### config.mk
export PLATFORM = sky130hd
export DESIGN_NAME = wdt_ctrl_regs
export DESIGN_NICKNAME = d
export VERILOG_FILES = /design/src/rtl/wdt_ctrl_regs.sv
export SDC_FILE = /design/constraint.sdc
export NUM_CORES = 1
export LEC_CHECK = 0
export CORE_MARGIN = 10
export CORE_UTILIZATION = 51
export DETAILED_ROUTE_END_ITERATION = 10
export GPL_ROUTABILITY_DRIVEN = 0
export GPL_TIMING_DRIVEN = 0
export PLACE_DENSITY_LB_ADDON = 0.05
export SKIP_CTS_REPAIR_TIMING = 1
export SLEW_MARGIN = 40
export SYNTH_ARGS = -nofsm -noshare
export SYNTH_HDL_FRONTEND = slang
export SYNTH_SLANG_ARGS = --single-unit
### constraint.sdc
create_clock -name i_clk -period 3.5 [get_ports i_clk]
set_input_delay 0.35 -clock i_clk [delete_from_list [all_inputs] [get_ports i_clk]]
set_output_delay 0.35 -clock i_clk [all_outputs]
set_load 0.1 [all_outputs]
### src/rtl/wdt_ctrl_regs.sv
// -----------------------------------------------------------------------------
// wdt_ctrl_regs
//
// CPU-visible control/status register block for the watchdog timer. It holds
// the active wait period (loaded through a shadow register on each watchdog
// clear), the reset-pulse length, a software lock and the status flags. It
// also turns KEY writes into a one-cycle o_clrwdt pulse.
//
// Configuration:
//   WDT_KEY_SEQ_EN  defined   -> clearing needs the two-write sequence
//                                0x5555 then 0xAAAA (IDLE/ARMED key FSM).
//                   undefined -> any KEY write clears the watchdog.
//
// Ports:
//   i_clk, i_rst_n       clock (rising edge), async active-low reset
//   i_addr, i_wdata      CPU byte address and store data
//   i_we, i_re           store strobe (one cycle per write), load strobe
//   o_rdata              registered read data, held between loads
//   i_fail_safe,i_hw_rst watchdog status inputs (shown live in STATUS)
//   o_clrwdt             one-cycle watchdog clear pulse
//   o_wait_period        active wait period
//   o_wait_period_w_en   period-load enable, only with o_clrwdt
//   o_rst_period         reset-pulse length
//
// Map (offsets from BASE_ADDR): 0x00 CTRL, 0x04 WAIT, 0x08 RSTP, 0x0C KEY,
// 0x10 STATUS. STATUS = {armed, pend, keyerr, wdtcause, hw_rst, fail_safe}.
// -----------------------------------------------------------------------------
module wdt_ctrl_regs #(
    parameter logic [31:0] BASE_ADDR    = 32'hFFFF_0000,
    parameter logic [31:0] DEFAULT_WAIT = 32'd1000,
    parameter logic [31:0] DEFAULT_RST  = 32'd16
) (
    input  logic        i_clk,
    input  logic        i_rst_n,
    input  logic [31:0] i_addr,
    input  logic [31:0] i_wdata,
    input  logic        i_we,
    input  logic        i_re,
    output logic [31:0] o_rdata,
    input  logic        i_fail_safe,
    input  logic        i_hw_rst,
    output logic        o_clrwdt,
    output logic [31:0] o_wait_period,
    output logic        o_wait_period_w_en,
    output logic [31:0] o_rst_period
);

    localparam logic [31:0] OFF_CTRL   = 32'h00;
    localparam logic [31:0] OFF_WAIT   = 32'h04;
    localparam logic [31:0] OFF_RSTP   = 32'h08;
    localparam logic [31:0] OFF_KEY    = 32'h0C;
    localparam logic [31:0] OFF_STATUS = 32'h10;

    logic sel_ctrl, sel_wait, sel_rstp, sel_key, sel_status;
    logic wr_ctrl, wr_wait, wr_rstp, wr_key, wr_status;

    assign sel_ctrl   = (i_addr == BASE_ADDR + OFF_CTRL);
    assign sel_wait   = (i_addr == BASE_ADDR + OFF_WAIT);
    assign sel_rstp   = (i_addr == BASE_ADDR + OFF_RSTP);
    assign sel_key    = (i_addr == BASE_ADDR + OFF_KEY);
    assign sel_status = (i_addr == BASE_ADDR + OFF_STATUS);

    assign wr_ctrl   = i_we & sel_ctrl;
    assign wr_wait   = i_we & sel_wait;
    assign wr_rstp   = i_we & sel_rstp;
    assign wr_key    = i_we & sel_key;
    assign wr_status = i_we & sel_status;

    logic        lock, pend, keyerr, wdtcause, hw_rst_q;
    logic [31:0] shadow;
    logic        hw_rise;
    logic        fire;
    logic        key_err_set;
    logic        armed;

    assign hw_rise = i_hw_rst & ~hw_rst_q;

`ifdef WDT_KEY_SEQ_EN
    localparam logic [31:0] KEY_ARM  = 32'h0000_5555;
    localparam logic [31:0] KEY_FIRE = 32'h0000_AAAA;

    typedef enum logic {
        IDLE  = 1'b0,
        ARMED = 1'b1
    } key_state_t;

    key_state_t state, state_next;
    logic       wr_other;

    // Any write to a mapped register other than KEY aborts an armed sequence.
    assign wr_other = wr_ctrl | wr_wait | wr_rstp | wr_status;

    always_ff @(posedge i_clk or negedge i_rst_n) begin
        if (!i_rst_n) begin
            state <= IDLE;
        end else begin
            state <= state_next;
        end
    end

    // A hardware-reset edge overrides everything, including a completing
    // key write in the same cycle: the FSM drops to IDLE and no pulse fires.
    always_comb begin
        state_next  = state;
        fire        = 1'b0;
        key_err_set = 1'b0;
        case (state)
            IDLE: begin
                if (wr_key) begin
                    if (i_wdata == KEY_ARM) begin
                        state_next = ARMED;
                    end else begin
                        key_err_set = 1'b1;
                    end
                end
            end
            ARMED: begin
                if (wr_key) begin
                    state_next = IDLE;
                    if (i_wdata == KEY_FIRE) begin
                        fire = 1'b1;
                    end else begin
                        key_err_set = 1'b1;
                    end
                end else if (wr_other) begin
                    state_next = IDLE;
                end
            end
            default: state_next = IDLE;
        endcase
        if (hw_rise) begin
            state_next = IDLE;
            fire       = 1'b0;
        end
    end

    assign armed = (state == ARMED);
`else
    assign fire        = wr_key & ~hw_rise;
    assign key_err_set = 1'b0;
    assign armed       = 1'b0;
`endif

    logic [31:0] status_word;
    logic [31:0] rdata_next;

    assign status_word = {26'd0, armed, pend, keyerr, wdtcause, i_hw_rst, i_fail_safe};

    // WAIT reads back the shadow so software sees what it last wrote.
    always_comb begin
        rdata_next = 32'd0;
        if (sel_ctrl) begin
            rdata_next = {31'd0, lock};
        end else if (sel_wait) begin
            rdata_next = shadow;
        end else if (sel_rstp) begin
            rdata_next = o_rst_period;
        end else if (sel_status) begin
            rdata_next = status_word;
        end
    end

    // The new wait period is committed on the same edge that raises
    // o_clrwdt, so it is already valid while the pulse is high. Flag sets
    // are placed after the W1C clears so a simultaneous event wins.
    always_ff @(posedge i_clk or negedge i_rst_n) begin
        if (!i_rst_n) begin
            o_clrwdt           <= 1'b0;
            o_wait_period_w_en <= 1'b0;
            o_rdata            <= 32'd0;
            o_wait_period      <= DEFAULT_WAIT;
            shadow             <= DEFAULT_WAIT;
            o_rst_period       <= DEFAULT_RST;
            lock               <= 1'b0;
            pend               <= 1'b0;
            keyerr             <= 1'b0;
            wdtcause           <= 1'b0;
            hw_rst_q           <= 1'b0;
        end else begin
            hw_rst_q           <= i_hw_rst;
            o_clrwdt           <= fire;
            o_wait_period_w_en <= fire & pend;
            if (wr_ctrl && !lock && i_wdata[0]) begin
                lock <= 1'b1;
            end
            if (wr_wait && !lock) begin
                shadow <= i_wdata;
                pend   <= 1'b1;
            end
            if (wr_rstp && !lock) begin
                o_rst_period <= i_wdata;
            end
            if (fire && pend) begin
                o_wait_period <= shadow;
                pend          <= 1'b0;
            end
            if (wr_status && i_wdata[2]) begin
                wdtcause <= 1'b0;
            end
            if (hw_rise) begin
                wdtcause <= 1'b1;
            end
            if (wr_status && i_wdata[3]) begin
                keyerr <= 1'b0;
            end
            if (key_err_set) begin
                keyerr <= 1'b1;
            end
            if (i_re) begin
                o_rdata <= rdata_next;
            end
        end
    end

endmodule

Yosys cells after proc, flatten, opt, wreduce, memory -nomap -nowiden
Index checks and enable logic that the tools add are counted.
Widths: inputs -> output; s select.

cells by class
  eq/ne operators = 5
  muxes and demuxes = 8
  bitwise gates (word level) = 10
  reduce and logical (&&, ||, !) cells = 9

operator list
  cell                  number
  $eq 32x32->1 const B  5
  $mux 32               3
  $and 1x1->1           8
  $logic_and 1x1->1     6
  $mux 5                1
  $mux 1                4
  $reduce_bool 2->1     2
  $not 1->1             2
  $logic_not 1->1       1

storage, ports and cells
  flip-flop bits (word level) = 134
  bits of input ports = 70
  output and inout port bits = 98
  word-level logic and storage cells = 42

Depth between registers and ports, before layout
Gate-level depths: netlist (run 1).

  depth after elaboration = 6
  mapped depth = 8
  mapped depth without buffers = 5

Worst setup path before layout (run 1)
No wires, ideal clock.

  kind = input to register
  from = in i_addr[5]
  to = reg o_rst_period[10]
  library setup time = 0.128 ns
  arrival time = 2.391 ns
  required time = 3.372 ns
  path slack = 0.980 ns
  stages = 8
  path buffers = 3
  path through = or4_1 or3_1 buf_6 nor3_4 and4b_1 buf_6 buf_12 mux2_1

on the way
  word-level cells in the longest chain between the ends = 3

ends and longest elaborated chain
  element               RTL line  text
  from (decl)           35        input logic [31:0] i_addr,
  $eq 32x32->1          59        assign sel_rstp = (i_addr == BASE_ADDR + OFF_RSTP);
  $and 1x1->1           65        assign wr_rstp = i_we & sel_rstp;
  $logic_and 1x1->1     190       if (wr_rstp && !lock) begin
  to (signal assigned)  191       o_rst_period <= i_wdata;
  to (decl)             45        output logic [31:0] o_rst_period

Every way passes these cells.
A chain may end at the register's enable or synchronous reset.

Final worst setup path (run 1)
  from = in i_addr[5]
  to = reg o_rst_period[30]

Same word-level chain as after synthesis.

==> results of run 1 <==
## worst max-delay path, stage by stage
cell and delay (ps):
clkdlybuf4s50_1 420, or4_1 540, or3_1 340, buf_6 160, nor3_4 300, and4b_1 250, buf_6 150, buf_12 160
mux2_1 330
## cell families (layout without fill, tap and decap cells)
kind of cell    Yosys count  count (layout)  synth area share, %
compound gates           74              74                 8.93
flops                   134             134                 58.2
buf+inv                  62             261                 5.71
other cells               0               1                    0
simple gates             60              60                 6.55
mux                      97              97                 20.6
## cells in the final DEF (no fill, tap or decap), types with 8 or more instances in the layout
| cell type | count |
|---|---|
| clkbuf_16 | 17 |
| dfrtp_1 | 121 |
| mux2_1 | 12 |
| inv_1 | 32 |
| nand3_1 | 28 |
| dfstp_2 | 13 |
| buf_2 | 104 |
| mux2_2 | 57 |
| nand4_1 | 8 |
| a22o_1 | 28 |
| o21ai_0 | 31 |
| mux2_4 | 27 |
| clkdlybuf4s50_1 | 67 |
| clkbuf_1 | 15 |
## power groups by stage
stage                     clock network, mW  registers [mW]  logic [mW]
after global placement                    0            1.58       0.156
after CTS                              1.97            1.55       0.166
after detailed placement                  0            1.58       0.165
after floorplan                           0            1.58      0.0278
final                                  1.94            1.55       0.164
after global routing                   2.05            1.55       0.179
## state kept, by name (all words and copies together) (netlist names)
signal	cells
pend	1
hw_rst_q	1
o_rdata	32
o_clrwdt	1
o_wait_period_w_en	1
lock	1
shadow	32
wdtcause	1
o_rst_period	32
o_wait_period	32
## metrics by stage
stage / utilization [%] / setup TNS [ps] / hold slack [ps] / cell area (um2) / std cells
final: 71.3 / 0 / 398 / 7830 / 767
after global routing: 71.3 / 0 / 438 / 7830 / 767
after CTS: 71.1 / 0 / -127 / 7810 / 765
after detailed placement: 65.3 / 0 / 319 / 7170 / 734
after global placement: 69.4 / -387980 / 473 / 7620 / 733
after floorplan: - / 0 / 54.4 / 5790 / 427
## routing by layer
| metal | routed length (um) | vias to the layer above |
|---|---|---|
| li1 | - | 1912 |
| met1 | 6190 | 2111 |
| met2 | 7600 | 159 |
| met3 | 1580 | 16 |
| met4 | 217 | 0 |
| met5 | 0 | - |
## worst max-delay path by stage
stage,from,end,cells past startpoint
floorplan,i_addr[5],o_rst_period[10]$_DFFE_PN0P_,8
global placement,i_rst_n,o_wait_period[28]$_DFFE_PN0P_,1
detailed placement,i_addr[5],o_wait_period[21]$_DFFE_PN0P_,9
CTS,i_addr[5],o_wait_period[12]$_DFFE_PN0P_,9
global route,i_addr[5],o_rst_period[30]$_DFFE_PN0P_,9
finish,i_addr[5],o_rst_period[30]$_DFFE_PN0P_,9
## layout make-up
cell class                 count  area [um2]
sequential                   134        3370
fill                         813        3160
multi-input combinational    231        2090
timing repair buffer         168        1210
clock buffer                  22         474
buffer                        30         210
tap                          140         175
clock inverter                 9         173
inverter                      32         120
antenna                        1        2.50
==> results.yml, run 1 <==
die:
  die_width_um: 127
  rows: 38
  io_pins: 168
  die_y_um: 127
  dieArea_um2: 16000
  start_util_pct: 52.7
  core-area_um2: 11000
clock_tree:
  path_clk_slew_ps: 50
  cts.sinks: 134
  clockBufferDepth: 2
  clk_latency_ps: 420
  numCtsBuffers: 17
  htreeDepth: 4
  cts_tree: "done"
  cts-root-buf: "clkbuf_16"
power:
  power.internal_mw: 2.94
  power_leakage_nw: 3.93
  vdd_ir_drop_max_uv: 628
  switching_share_pct: 19.5
  clkPwrFrac_pct: 53.1
  switchingPower_uw: 715
  p_comb_share_pct: 4.5
  power_density_nw_per_um2: 468
  power_frac_seq_pct: 42.4
  fin_total_pwr_mw: 3.66
global_routing:
  grt_pass1_vias: 4643
  antenna_found_initial: 1
  grt_max_degree: 75
  busiest_layer: "met2"
  grt_usage_pct: 19.7
  met2_usage_pct: 31.6
  grt_overflow: 0
  use_met1_pct: 22.9
  grt_util_met3_pct: 9.58
  grt_pass1_wl_um: 25200
synth:
  yosys-top-cells-area: "dfrtp_1 52%, mux2_2 11%, mux2_4 7.0%"
  synth_top_area_cell: "dfrtp_1"
  ys_async_sr_fraction_pct: 100
  syn_inst: 427
  ys_types: 42
  ys_ff_latch: 134
  yosysSeqAreaShare_pct: 58.2
  synth_edf_count: 0
  yosys-top-cells-count: "121 x dfrtp_1, 57 x mux2_2, 32 x inv_1, 31 x o21ai_0"
  synth_fp_nets: 497
  syn_avg_cell_area_um2: 13.6
  synthFlopType: "dfrtp_1"
  netlist_area_um2: 5790
  synth_most_common_cell: "dfrtp_1"
  yosysTopAreaCellShare_pct: 52.3
  ys_warn_count: 0
detailed_routing:
  viasPerCell: 5.47
  drtIter0Drc: 311
  drc: 0
  first_pass_iters: 4
  drt-total-wl_um: 15600
  ant_nets: 0
  wl_per_cell_um: 20.3
  vias: 4198
setup_path:
  crit_arrival_ps: 2990
  crit_path_start_kind: "input pin"
  r2r-end: "o_wait_period[2]$_DFFE_PN0P_"
  critPathCaptureType: "flip-flop"
  critical_path_class: "input pin to flip-flop"
  path_max_fanout: 10
  crit_required_ps: 3800
  worstReg2RegStart: "pend$_DFFE_PN0P_"
  r2r_slack_ps: 1970
  worstRegToRegCells: 5
sta:
  timing.final.ws_setup_ps: 805
  finClkSkew_ps: 5.72
  rsz0062_at_grt: "no"
  finalSetupViolations: 0
  tightest_slew_ps: 573
  final-hold-violation-count: 0
  slew_headroom_pct: 61.8
  drv_slew: 0
  clock.fmax_ghz: 0.371
  post-route-period-util_pct: 77.0
  period_needed_ps: 2700
min_path:
  min_to: "o_rdata[0]$_DFFE_PN0P_"
  min_from: "i_re"
  min_path_type: "input pin to flip-flop"
  holdPathStages: 3
run:
  max-cap-violations: 0
layout:
  drive_gt1_share_pct: 39.1
  fin_nets: 684
  syn_to_final_growth_pct: 35.2
placement:
  dpl_worst_slack_ps: 379
  dp_hpwl_um: 11100
  portBuffers: 166
status:
  status: "finished clean"
(Power assumes the default switching activity.)
==> inputs of run 2 (changes only) <==
--- a/config.mk
+++ b/config.mk
@@ -6,7 +6,7 @@
 export NUM_CORES = 1
 export LEC_CHECK = 0
 export CORE_MARGIN = 10
-export CORE_UTILIZATION = 51
+export CORE_UTILIZATION = 48
 export DETAILED_ROUTE_END_ITERATION = 10
 export GPL_ROUTABILITY_DRIVEN = 0
 export GPL_TIMING_DRIVEN = 0
==> constraint.sdc (replaced) <==
create_clock -name i_clk -period 2.5 [get_ports i_clk]
set_input_delay 0.25 -clock i_clk [delete_from_list [all_inputs] [get_ports i_clk]]
set_output_delay 0.25 -clock i_clk [all_outputs]
set_load 0.1 [all_outputs]
==> run 2 against run 1 <==
  * Power is 37% higher
  * Register-to-register slack worse by 980 ps
  * Cell area is 1.4% higher
  * First-iteration DRC count is 16% lower
  * Critical path depth is 1 lower
  * Non-clock buffer count is 5 higher
  * Highest routed layer unchanged
  * Setup slack worse by 750 ps
  * Die area is 5.3% higher
  * Cell count is 1.6% higher
  * Core utilization is 4.7 points lower
  * Clock power is 35% higher
  * Critical path type unchanged
==> results.yml, run 2 (synthesis results as in run 1) <==
setup_path:
  crit_arrival_ps: 2750
  path_max_fanout: 8
  critical_path_class: "input pin to flip-flop"
  critPathMaxStageDelay_ps: 500
  crit_required_ps: 2810
  path_buf_inv: 3
  critical-path-slowest-cell: "or4_4"
  critPathCaptureType: "flip-flop"
  path_cells: "clkdlybuf4s50_1 > or4_4 > or3_4 > nor3_4 > and4b_1 > buf_8 > clkbuf_16 > mux2_4"
  path_delay_family: "simple AND/OR/NAND/NOR gates"
  crit_path_start_kind: "input pin"
layout:
  fin_util_pct: 66.6
  drive_gt1_share_pct: 40.3
  syn_to_final_growth_pct: 37.1
  nFillCells: 938
  num_antenna_cells: 0
  layout_commonest_cell: "dfrtp_1"
  layout_common_cells: "121 x dfrtp_1, 104 x buf_2, 65 x clkdlybuf4s50_1"
  multiInputGateArea_um2: 2100
  seq_area_um2: 3370
  final_cells: 779
  fin_nets: 689
global_routing:
  grt_max_degree: 69
  grt_pass1_wl_um: 24600
  antenna_found_initial: 0
  grt_pass1_vias: 4555
  grt_usage_pct: 19.1
  grt_overflow: 0
power:
  vdd_ir_drop_max_uv: 408
  power_density_nw_per_um2: 633
  fin_total_pwr_mw: 5.02
  power_leakage_nw: 3.98
die:
  die_width_um: 130
  io_pins: 168
  start_util_pct: 48.6
  core-area_um2: 11900
  rows: 40
  die_y_um: 130
  dieArea_um2: 16900
detailed_routing:
  wl_per_cell_um: 20.3
  drt-total-wl_um: 15800
  viasPerCell: 5.43
  drc: 0
  vias: 4228
  ant_nets: 0
  drtIter0Drc: 262
  first_pass_iters: 6
min_path:
  min_path_type: "input pin to flip-flop"
sta:
  clock.fmax_ghz: 0.409
  final-hold-violation-count: 0
  timing.final.ws_setup_ps: 53.2
  tightest_slew_ps: 621
  finClkSkew_ps: 8.74
  post-route-period-util_pct: 97.9
  holdWs_ps: 295
  drv_slew: 0
  period_needed_ps: 2450
  finalSetupViolations: 0
  slew_headroom_pct: 58.6
clock_tree:
  path_clk_slew_ps: 60
  cts.sinks: 134
  numCtsBuffers: 17
  cts_tree: "done"
  htreeDepth: 4
  clk_latency_ps: 430
  clockBufferDepth: 2
  cts-root-buf: "clkbuf_16"
run:
  max-cap-violations: 0
status:
  status: "finished clean"
placement:
  dpl_worst_slack_ps: -503
  portBuffers: 166
  dp_hpwl_um: 11000
  dpl.cell_count: 741
[run 2: cell types whose count changed in the layout (fill, tap and decap cells not counted), sizes merged]
| cell | previous run | this run |
|---|---|---|
| clkinv | 3 | 4 |
| clkinvlp | 1 | 4 |
| bufinv | 5 | 3 |
| clkbuf | 35 | 37 |
| clkdlybuf4s50 | 67 | 65 |
| diode | 1 | 0 |
| buf | 117 | 119 |
| dlymetal6s2s | 0 | 2 |
[run 2: worst reg2reg max path, stage by stage (launching register included)]
cell and delay [ps]:
dfrtp_1 380, and4_1 190, and3_1 170, buf_6 150
buf_8 160, mux2_2 340
[run 2: area by class of cell]
type                       count  area share (%)
inverter                      32            1.51
tap                          147            2.32
multi-input combinational    231            26.4
sequential                   134            42.5
clock inverter                11            1.86
buffer                        29            2.74
timing repair buffer         174            16.6
clock buffer                  21            6.06
[run 2: metal layers]
metal	routed length, um	vias to the layer above	track usage (%)	part of all wire, %
met4	203	0	6.08	1.3
met3	1480	21	8.97	9.4
li1	-	1919	-	-
met1	6630	2147	23.3	42
met5	0	-	0	0
met2	7470	141	29.3	47
[run 2: final timing paths]
kind | endpoint | cells past startpoint | slack, ps | from
max | o_rst_period[28]$_DFFE_PN0P_ | 8 | 50 | i_addr[7]
min | o_rdata[0]$_DFFE_PN0P_ | 3 | 290 | i_re
max reg2reg | o_wait_period[4]$_DFFE_PN0P_ | 5 | 990 | pend$_DFFE_PN0P_
min reg2reg | o_wait_period[26]$_DFFE_PN0P_ | 1 | 480 | o_wait_period[26]$_DFFE_PN0P_
max in group asynchronous | o_wait_period[7]$_DFFE_PN1P_ | 3 | 1420 | i_rst_n
min in group asynchronous | o_rdata[5]$_DFFE_PN0P_ | 2 | 350 | i_rst_n
[run 2: power by group]
| group | total (mW) | internal, mW | leakage, nW | switching, mW |
|---|---|---|---|---|
| logic | 0.232 | 0.114 | 1.86 | 0.118 |
| registers | 2.17 | 2.17 | 1.82 | 0.000183 |
| clock network | 2.62 | 1.67 | 0.297 | 0.945 |
| total | 5.02 | 3.96 | 3.98 | 1.06 |
[run 2: stage by stage]
step                setup TNS [ps]  cell area, um2
floorplan                        0            5790
global placement           -556290            7630
detailed placement          -48640            7180
CTS                          -1890            7800
global route                  -473            7930
finish                           0            7930
==> inputs of run 3 (changes only) <==
--- a/config.mk
+++ b/config.mk
@@ -5,13 +5,13 @@
 export SDC_FILE = /design/constraint.sdc
 export NUM_CORES = 1
 export LEC_CHECK = 0
+export CORE_ASPECT_RATIO = 1.2
 export CORE_MARGIN = 10
 export CORE_UTILIZATION = 48
 export DETAILED_ROUTE_END_ITERATION = 10
 export GPL_ROUTABILITY_DRIVEN = 0
 export GPL_TIMING_DRIVEN = 0
 export PLACE_DENSITY_LB_ADDON = 0.05
-export SKIP_CTS_REPAIR_TIMING = 1
 export SLEW_MARGIN = 40
 export SYNTH_ARGS = -nofsm -noshare
 export SYNTH_HDL_FRONTEND = slang
==> run 3 against run 2 <==
  * Core utilization grew 1.5 points
  * Combinational power is essentially flat
  * Critical endpoint is now o_rst_period[10]$_DFFE_PN0P_
  * Largest power group unchanged
  * Non-clock buffer count grew 1
  * Highest routed layer unchanged
==> results.yml, run 3 (synthesis results as in run 1) <==
sta:
  tightest_slew_ps: 598
  post-route-period-util_pct: 96.8
  drv_slew: 0
  rsz0062_at_grt: "no"
  period_needed_ps: 2420
  final-hold-violation-count: 0
  finalSetupViolations: 0
  clock.fmax_ghz: 0.413
  timing.final.ws_setup_ps: 80.2
  slew_headroom_pct: 60.1
  finClkSkew_ps: 10.8
setup_path:
  critPathMaxStageDelay_ps: 430
  worstRegToRegCells: 5
  worstReg2RegStart: "pend$_DFFE_PN0P_"
  crit_arrival_ps: 2700
  critical_path_class: "input pin to flip-flop"
  path_delay_family: "simple AND/OR/NAND/NOR gates"
  critPathCaptureType: "flip-flop"
  cpMostUsedCell: "buf_12"
  path_buf_inv: 3
  critical-path-slowest-cell: "clkdlybuf4s50_1"
  path_cells: "clkdlybuf4s50_1 > or4_4 > or3_4 > nor3_4 > and4b_1 > buf_12 > buf_12 > mux2_1"
  crit_path_start_kind: "input pin"
  r2r_slack_ps: 880
  path_max_fanout: 8
  crit_required_ps: 2780
  r2r-end: "o_wait_period[26]$_DFFE_PN0P_"
global_routing:
  grt_usage_pct: 19.0
  grt_pass1_vias: 4679
  antenna_found_initial: 0
  grt_max_degree: 71
  grt_overflow: 0
  grt_pass1_wl_um: 25500
die:
  die_width_um: 120
  start_util_pct: 49.6
  dieArea_um2: 16900
  rows: 43
  core-area_um2: 11700
  io_pins: 168
  die_y_um: 140
layout:
  layout_commonest_cell: "dfrtp_1"
  drive_gt1_share_pct: 40.1
  num_antenna_cells: 0
  layout_common_cells: "121 x dfrtp_1, 100 x buf_2, 64 x clkdlybuf4s50_1"
  fin_nets: 690
  fin_util_pct: 68.1
  syn_to_final_growth_pct: 37.4
status:
  status: "finished clean"
detailed_routing:
  ant_nets: 0
  drtIter0Drc: 232
  wl_per_cell_um: 20.5
  viasPerCell: 5.38
  drc: 0
  vias: 4248
  drt-total-wl_um: 16200
  first_pass_iters: 4
power:
  power_leakage_nw: 3.99
  power_density_nw_per_um2: 625
  vdd_ir_drop_max_uv: 440
clock_tree:
  cts_tree: "done"
  clk_latency_ps: 410
  cts-root-buf: "clkbuf_16"
  clockBufferDepth: 2
  htreeDepth: 4
  numCtsBuffers: 17
  path_clk_slew_ps: 60
  cts.sinks: 134
placement:
  dp_hpwl_um: 11100
  portBuffers: 166
  dpl_worst_slack_ps: -566
min_path:
  min_to: "o_rdata[0]$_DFFE_PN0P_"
  holdPathStages: 3
  min_path_type: "input pin to flip-flop"
  min_from: "i_re"
run:
  max-cap-violations: 0
-- run 3: cell count changes in the layout (fill, tap and decap cells not counted), moves of 2 or more --
| cell | change |
|---|---|
| mux2_4 | +2 |
| mux2_1 | -2 |
| clkinvlp_4 | -3 |
| clkbuf_4 | +2 |
| buf_6 | +2 |
| buf_2 | -4 |
| buf_4 | +4 |
| buf_8 | -4 |
| clkbuf_1 | +4 |
-- run 3: layout make-up --
cell class | count | area [um2]
fillers | 892 | 3720
flip-flops and latches | 134 | 3370
multi-input cells | 231 | 2100
repair buffers | 175 | 1330
clock buffers | 25 | 495
plain buffers | 29 | 218
well taps | 157 | 196
clock inverters | 7 | 120
inverters | 32 | 120
-- run 3: worst max path at each step --
stage / cells past startpoint / slack (ps) / endpoint / from
after floorplan: 8 / 80 / o_rst_period[10]$_DFFE_PN0P_ / i_addr[5]
after global placement: 1 / -4010 / o_wait_period[14]$_DFFE_PN0P_ / i_rst_n
after detailed placement: 9 / -570 / o_wait_period[26]$_DFFE_PN0P_ / i_addr[5]
after CTS: 9 / 2 / o_rst_period[30]$_DFFE_PN0P_ / i_addr[5]
after global routing: 8 / 50 / o_rst_period[10]$_DFFE_PN0P_ / i_addr[5]
final: 8 / 80 / o_rst_period[10]$_DFFE_PN0P_ / i_addr[5]
-- run 3: stage by stage --
step                      std cells  hold WS (ps)  TNS (ps)  power [mW]  area, um2
after CTS                       787           293         0        5.01       7870
after detailed placement        751           225    -54990        2.44       7190
after global placement          750           470   -561860        2.43       7650
after global routing            790           324         0        5.12       7950
final                           790           305         0        4.97       7950
after floorplan                 427         -45.6         0        2.25       5790
-- run 3: worst min-delay path, stage by stage --
cell and delay [ps]:
clkbuf_1 230, nand2_1 120, o22ai_1 60
-- run 3: timing repair --
action                     4_1_cts  5_1_grt
resized for setup                5        9
pin swaps                        1        3
hold endpoints to repair        51        0
gates cloned                     1        2
setup buffers                    2        2
hold buffers                     1        0
setup endpoints to repair       67       74
-- run 3: routing by layer --
metal	GRT usage, %	up-vias	wire [um]	part of all wire [%]
met5	0	-	0	0
met4	5.66	0	275	1.7
met3	6.47	23	1040	6.4
met2	32.8	134	8300	51
met1	21.7	2162	6570	41
li1	-	1929	-	-
-- run 3: power breakdown --
group / switching (mW) / internal, mW
logic: 0.117 / 0.113
registers: 0.000152 / 2.17
clock network: 0.893 / 1.68
